### src/rtl/mips_pkg.sv
// Shared constants and types for the MIPS fetch datapath.
package mips_pkg;
   localparam int ADDR_W = 32;
   localparam logic [ADDR_W-1:0] DEFAULT_RESET_PC = 32'h0000_0000;
   localparam logic [31:0] INSTR_NOP = 32'h0;

   typedef enum logic {
      FETCH,
      HOLD
   } fetch_state_t;
endpackage

### src/rtl/next_pc_calc.sv
// Combinational next-PC selection: taken branch, then jump, then sequential.
module next_pc_calc
   import mips_pkg::*;
(
   input  logic [ADDR_W-1:0] pc_plus4,
   input  logic              branch_taken,
   input  logic [31:0]       branch_offset,
   input  logic              jump,
   input  logic [25:0]       jump_target,
   output logic [ADDR_W-1:0] next_pc
);

   logic [ADDR_W-1:0] branch_pc;
   logic [ADDR_W-1:0] jump_pc;

   // Word offset scaled to bytes; overflow wraps modulo 2^ADDR_W.
   assign branch_pc = pc_plus4 + (branch_offset << 2);
   assign jump_pc   = {pc_plus4[ADDR_W-1:28], jump_target, 2'b00};

   always_comb begin
      next_pc = pc_plus4;
      if (branch_taken) begin
         next_pc = branch_pc;
      end else if (jump) begin
         next_pc = jump_pc;
      end
   end

endmodule

### src/rtl/pc_fetch_unit.sv
// PC register and single-outstanding instruction fetch handshake.
module pc_fetch_unit
   import mips_pkg::*;
#(
   parameter logic [ADDR_W-1:0] RESET_PC = DEFAULT_RESET_PC
)(
   input  logic              clk,
   input  logic              reset,
   output logic              imem_req,
   output logic [ADDR_W-1:0] imem_addr,
   input  logic              imem_ack,
   input  logic [31:0]       imem_rdata,
   output logic [31:0]       instr,
   output logic              instr_valid,
   input  logic              instr_ready,
   input  logic              branch_taken,
   input  logic [31:0]       branch_offset,
   input  logic              jump,
   input  logic [25:0]       jump_target,
   output logic [ADDR_W-1:0] pc,
   output logic [ADDR_W-1:0] pc_plus4
);

   fetch_state_t state;
   fetch_state_t state_next;
   logic [ADDR_W-1:0] next_pc;
   logic capture;
   logic retire;

   assign pc_plus4    = pc + 32'd4;
   assign imem_addr   = pc;
   assign imem_req    = (state == FETCH);
   assign instr_valid = (state == HOLD);
   assign capture     = (state == FETCH) && imem_ack;
   assign retire      = (state == HOLD) && instr_ready;

   next_pc_calc u_next_pc (
      .pc_plus4      (pc_plus4),
      .branch_taken  (branch_taken),
      .branch_offset (branch_offset),
      .jump          (jump),
      .jump_target   (jump_target),
      .next_pc       (next_pc)
   );

   always_comb begin
      state_next = state;
      unique case (state)
         FETCH: if (imem_ack)    state_next = HOLD;
         HOLD:  if (instr_ready) state_next = FETCH;
         default: state_next = FETCH;
      endcase
   end

   // Reset outranks any ack or retire landing in the same cycle.
   always_ff @(posedge clk) begin
      if (reset) begin
         state <= FETCH;
         pc    <= RESET_PC;
         instr <= INSTR_NOP;
      end else begin
         state <= state_next;
         if (capture) instr <= imem_rdata;
         if (retire)  pc    <= next_pc;
      end
   end

endmodule

### config.mk
export PLATFORM = sky130hd
export DESIGN_NAME = pc_fetch_unit
export DESIGN_NICKNAME = d
export VERILOG_FILES = /design/src/rtl/mips_pkg.sv /design/src/rtl/next_pc_calc.sv /design/src/rtl/pc_fetch_unit.sv
export SDC_FILE = /design/constraint.sdc
export NUM_CORES = 1
export LEC_CHECK = 0
export ABC_CLOCK_PERIOD_IN_PS = 4500
export CAP_MARGIN = 20
export CORE_ASPECT_RATIO = 2
export CORE_MARGIN = 2
export CORE_UTILIZATION = 44
export DETAILED_ROUTE_END_ITERATION = 12
export GPL_ROUTABILITY_DRIVEN = 0
export PLACE_DENSITY = 0.85
export SLEW_MARGIN = 20
export SYNTH_ARGS = -nofsm -noshare
export SYNTH_HDL_FRONTEND = slang
export SYNTH_SLANG_ARGS = --single-unit
export TNS_END_PERCENT = 10
### constraint.sdc
create_clock -name clk -period 4.5 [get_ports clk]
set_input_delay 0.45 -clock clk [delete_from_list [all_inputs] [get_ports clk]]
set_output_delay 0.45 -clock clk [all_outputs]
set_load 0.01 [all_outputs]
# [Word-level counts from Yosys, hierarchy flattened]
# Cells that the tools add are included.
[classes] add_sub_neg=2 bitwise=1 reduce_logical=2 mux=5
[op_table] operator="32-bit by 3-bit adder with 32-bit output (second input constant)" n=1
[op_table] operator="32-bit adder" n=1
[op_table] operator="32-bit two-way mux" n=1
[op_table] operator="28-bit two-way mux" n=1
[op_table] operator="1-bit logical AND" n=2
[op_table] operator="1-bit two-way mux" n=2
[op_table] operator="1-bit case mux with 2 select lines" n=1
[op_table] operator="1-bit NOT" n=1
[word_totals] input_bits=96 out_inout_bits=130 wordCells=13 regBits=65

# [Longest topological paths before layout]
[depth] word_depth=3 depth_mapped=17 mapped_depth_nobuf=16

# [Cells and area by module]
# A second synthesis with hierarchy kept.
[unflattened] cells_unflattened=755 hier_area_um2=5452.7
[modules_own_cells] mod="pc_fetch_unit" area_each_um2=3095.5 instances=1 cells_per_inst=409 seq_area_each_um2=1301.2
[modules_own_cells] mod="next_pc_calc" area_each_um2=2357.3 instances=1 cells_per_inst=346 seq_area_each_um2=0.0

# [Worst setup path after synthesis]
# OpenSTA, ideal clock, no wires.
[synth_timing] kind="reg-to-reg" from="register pc[2], in the netlist imem_addr[2]" to="register pc[31], in the netlist imem_addr[31]" n_path_buf=1 path_stages_with_launch=18 t_arrival_ns=3.584 period_less_slack_ns=3.706 setup_slack_ns=0.794 setup_time_ns=0.123 required_ns=4.377 path_cell_list="dfxtp_1 -> ha_1 -> and4_4 -> nand3_4 -> or3_4 -> nor2_1 -> xor2_1 -> ha_1 -> clkbuf_2 -> a21o_1 -> a21o_1 -> a21oi_1 -> o21ai_0 -> a21oi_2 -> o31ai_1 -> a211oi_2 -> xnor2_1 -> a31oi_1"
[synth_via] elab_chain_len=3
[synth_rtl] element="start, declared" line="pc_fetch_unit.sv:20" text="output logic [ADDR_W-1:0] pc,"
[synth_rtl] element="start signal, assigned" line="pc_fetch_unit.sv:64" text="if (retire) pc <= next_pc;"
[synth_rtl] element="32-bit by 3-bit adder with 32-bit output" line="pc_fetch_unit.sv:30" text="assign pc_plus4 = pc + 32'd4;"
[synth_rtl] element="net pc_plus4[20]" line="pc_fetch_unit.sv:21" text="output logic [ADDR_W-1:0] pc_plus4"
[synth_rtl] element="32-bit adder" line="next_pc_calc.sv:17" text="assign branch_pc = pc_plus4 + (branch_offset << 2);"
[synth_rtl] element="32-bit two-way mux" line="next_pc_calc.sv:22" text="if (branch_taken) begin"
# The timed path passes the listed nets, and every way through them passes these cells.
# A chain may end at the register's enable or synchronous reset.

# [Worst setup path in the final report]
[layout_timing] from="register pc[2], in the netlist imem_addr[2]" to="register pc[31], in the netlist imem_addr[31]"
[layout_via] elab_chain_len=3
[layout_rtl] element="32-bit by 3-bit adder with 32-bit output *" line="pc_fetch_unit.sv:30"
[layout_rtl] element="32-bit adder" line="next_pc_calc.sv:17"
[layout_rtl] element="32-bit two-way mux *" line="next_pc_calc.sv:22"
# Mark *: on every way between the ends. The rest lies on a longest branch, timed or not.

==> run_results.csv <==
group,metric,value,unit
logic_synthesis,synth_cell_type_count,66,
timing,final_hold_slack,0.453,ns
clocking,worst_skew_pair.late_latency,0.33,ns
clocking,number_of_buffers_added_for_setup_after_cts,0,
setup_path,worstPathArrival,4.33,ns
run_status,status,"finished clean",
cells_and_area,antenna_cells_inserted,0,
floorplanning,die_height,160,um
timing,max_slew.worst_pin.slew,1.08,ns
routing,drtPass1Iterations,5,
timing,setup_repair_after_global_routing_missed_its_margin,"false",
global_route,grt_pass1_wl,27.4,mm
timing,hold_violations,0,
setup_path,worstSetupPathType,"register to register",
setup_path,cp_num_buf_inv,0,
logic_synthesis,synth-seq-area-share,23.5,%
timing,relSlewSlack,27.6,%
global_route,first_global_vias,5422,
timing,final.min_clock_period,4.17,ns
pwr,switching_share,30.7,%
clocking,cts_tree,"built",
global_route,grt_start_max_net_pins,67,
pwr,clockPowerShare,39.2,%
pwr,seq_power_share,31.5,%
setup_path,start_kind,"register",
cells_and_area,finalNetCount,994,
logic_synthesis,yosys_warnings,0,
setup_path,timing.critical_path.cells,"ha_1, and4_4, nand4_1, xnor2_1, ha_1, a211oi_1, o21ai_1, a211oi_1, nor2_1, a21oi_2, o31ai_1, a211oi_2, xnor2_1, a31oi_1",
routing,met2RoutedLength,8.53,mm
placed_design,post-dp-hpwl,13.0,mm
timing,fin_skew,0.00692,ns
cells_and_area,final_common_cell,"clkdlybuf4s50_1",
pwr,max-vdd-ir-drop,0.000238,V
floorplanning,num_rows,57,
clocking,clkTransAtPathRegs,0.06,ns
setup_path,timing.critical_path.slowest_stage_cell,"a211oi_1",
clocking,cts-resized-gates,0,
setup_path,worst_ep_required_time,4.66,ns
clocking,cts_buffers,9,
cells_and_area,postLayoutCellArea,0.00758,sq mm
routing,wl_met3,1.66,mm
global_route,grt_use_total,26.6,%
routing,drc,0,
timing,layout_worst_path_cycle_share,92.7,%
logic_synthesis,synth_top_area_share,23.5,%
global_route,grt_antenna_before_repair,0,
routing,totalWireLength,17.6,mm
clocking,cts-htree-levels,3,
timing,max_freq,0.240,GHz
logic_synthesis,synth_area,0.00536,sq mm
timing,final.setup.tns,0,ns
routing,avgRoutedWirePerCell,17.4,um
setup_path,cp_slowest_stage_delay,0.46,ns
floorplanning,design.die.area,0.0131,sq mm
cells_and_area,final_layout_size_suffix_gt1_share,5.43,%
clocking,clock_tree.buffer_depth,2,
clocking,post_cts_hold_buffer_count,0,
logic_synthesis,postSynth.asyncResetShare,0,%
logic_synthesis,netlist.top_cell.by_area,"dfxtp_1",
logic_synthesis,number_of_flops_mapped_to_enable_cells_by_yosys,0,
routing,vias,5747,
pwr,static-leakage-power,3.05,nW
hold_path,holdCritPathClass,"register to register",
cells_and_area,post-route-util,63.3,%
pwr,power.combinational.fraction,29.3,%
pwr,net_switching_power,0.000612,W
floorplanning,core_region_area,0.0120,sq mm
pwr,pwr_density_cell,263,mW/mm^2
logic_synthesis,postSynthCellCount,697,
routing,m1WireLength,6.92,mm
logic_synthesis,synth-seq-cells,63,
routing,drt-initial-drc-count,383,
routing,route.antenna.remaining_nets,0,
logic_synthesis,post_synth.cell_area_avg,7.69,sq um
setup_path,critical_path_peak_fanout,8,
timing,timing.final.max_slew_violations,0,
logic_synthesis,synth_ff_type,"dfxtp_1",
placed_design,port_buffers,217,
routing,topRoutingLayerUsed,"met4",
clocking,number_of_clock_sinks,63,
pwr,p_int,0.00138,W
run,max-cap-violations,0,
routing,detail_route.vias_per_cell,5.67,
floorplanning,boundaryPins,226,
setup_path,cp-end-kind,"register",
cells_and_area,layout.cells.most_common_list,"214 x clkdlybuf4s50_1, 100 x nand2_1, 69 x a21oi_1, 64 x nor2_1, 63 x dfxtp_1",
floorplanning,initial_utilization,44.7,%
timing,final-setup-viol-count,0,
logic_synthesis,synth_top_cells_by_area,"dfxtp_1 24%, ha_1 8.4%, nand2_1 7.0%",
global_route,grt-ovfl-total,0,
cells_and_area,syn2layout_area_growth,41.5,%
placed_design,dpl_cell_area,0.00725,sq mm
setup_path,critical-path-top-delay-family,"compound AO/OA/AOI/OAI gates",
clocking,clk_root_buffer_cell,"clkbuf_16",
floorplanning,chipWidth,82.0,um
cell families after synthesis:
logic type | after synthesis | share of synthesized area, %
and+or+nand+nor | 251 | 22.6
AOI/OAI and AO/OA | 190 | 22.3
buffers and inverters | 82 | 9.90
DFF | 63 | 23.5
xor gates and xnor gates | 51 | 8.62
adders and majority gates | 37 | 8.78
muxes | 22 | 4.16
other | 1 | 0.0700
layer usage:
metal  up-vias  track usage, %
li1       2762               -
met1      2627            32.8
met2       319            44.2
met3        39            6.05
met4         0            9.62
met5         -               0
cells in the mapped netlist (all sizes together), types with 5 or more instances:
master  number
ha          36
o31ai        7
nand3       12
nand2      100
nor3        17
nand2b       5
and2         6
inv         10
buf         40
o22ai        7
a211oi      21
xor2        22
clkbuf      32
nand4       11
a21o        17
a31oi        5
and3        13
o21ai       37
xnor2       29
mux2i       20
a21oi       70
dfxtp       63
nor2        65
area by class of cell:
cell class | instances | area [sq um]
Clock inverter | 7 | 103
Sequential cell | 63 | 1260
Fill cell | 1001 | 4400
Multi-Input combinational cell | 557 | 3590
Tap cell | 147 | 184
Clock buffer | 9 | 225
Timing Repair Buffer | 220 | 2180
Inverter | 10 | 37.5
worst paths after layout:
| check | slack [ns] | to | startpoint | depth (start not counted) |
|---|---|---|---|---|
| hold / removal | 0.45 | instr[28]$_SDFFE_PP0P_ | instr[28]$_SDFFE_PP0P_ | 2 |
| hold reg to reg | 0.45 | instr[28]$_SDFFE_PP0P_ | instr[28]$_SDFFE_PP0P_ | 2 |
| setup / recovery | 0.33 | imem_addr[31]$_SDFFE_PP0P_ | imem_addr[2]$_SDFFE_PP0P_ | 14 |
| setup reg to reg | 0.33 | imem_addr[31]$_SDFFE_PP0P_ | imem_addr[2]$_SDFFE_PP0P_ | 14 |
per-stage QoR:
stage                     instances  setup WS, ns  power [W]
after global routing           1013         0.164    0.00209
after global placement          997         0.530    0.00120
final                          1013         0.331    0.00199
after detailed placement        997         0.525    0.00121
after CTS                      1013         0.481    0.00200
after floorplan                 702         0.794   0.000968
power by group through the flow:
stage,logic [W],clock network [W],registers [W]
after global routing,0.000631,0.000822,0.000633
after global placement,0.000564,0,0.000637
after floorplan,0.000322,0,0.000646
after detailed placement,0.000573,0,0.000639
final,0.000584,0.000780,0.000628
after CTS,0.000579,0.000792,0.000627
registers in the layout, indices dropped and copies added, names as in the netlist:
name         flops
instr           32
imem_addr       30
instr_valid      1
worst reg2reg max path, stage by stage (launching register included):
cell	delay [ns]
dfxtp_1	0.44
ha_1	0.26
and4_4	0.29
nand4_1	0.12
xnor2_1	0.35
ha_1	0.37
a211oi_1	0.38
o21ai_1	0.16
a211oi_1	0.46
nor2_1	0.20
a21oi_2	0.29
o31ai_1	0.16
a211oi_2	0.28
xnor2_1	0.14
a31oi_1	0.09
Note: power is estimated with default switching activity, not from simulation.
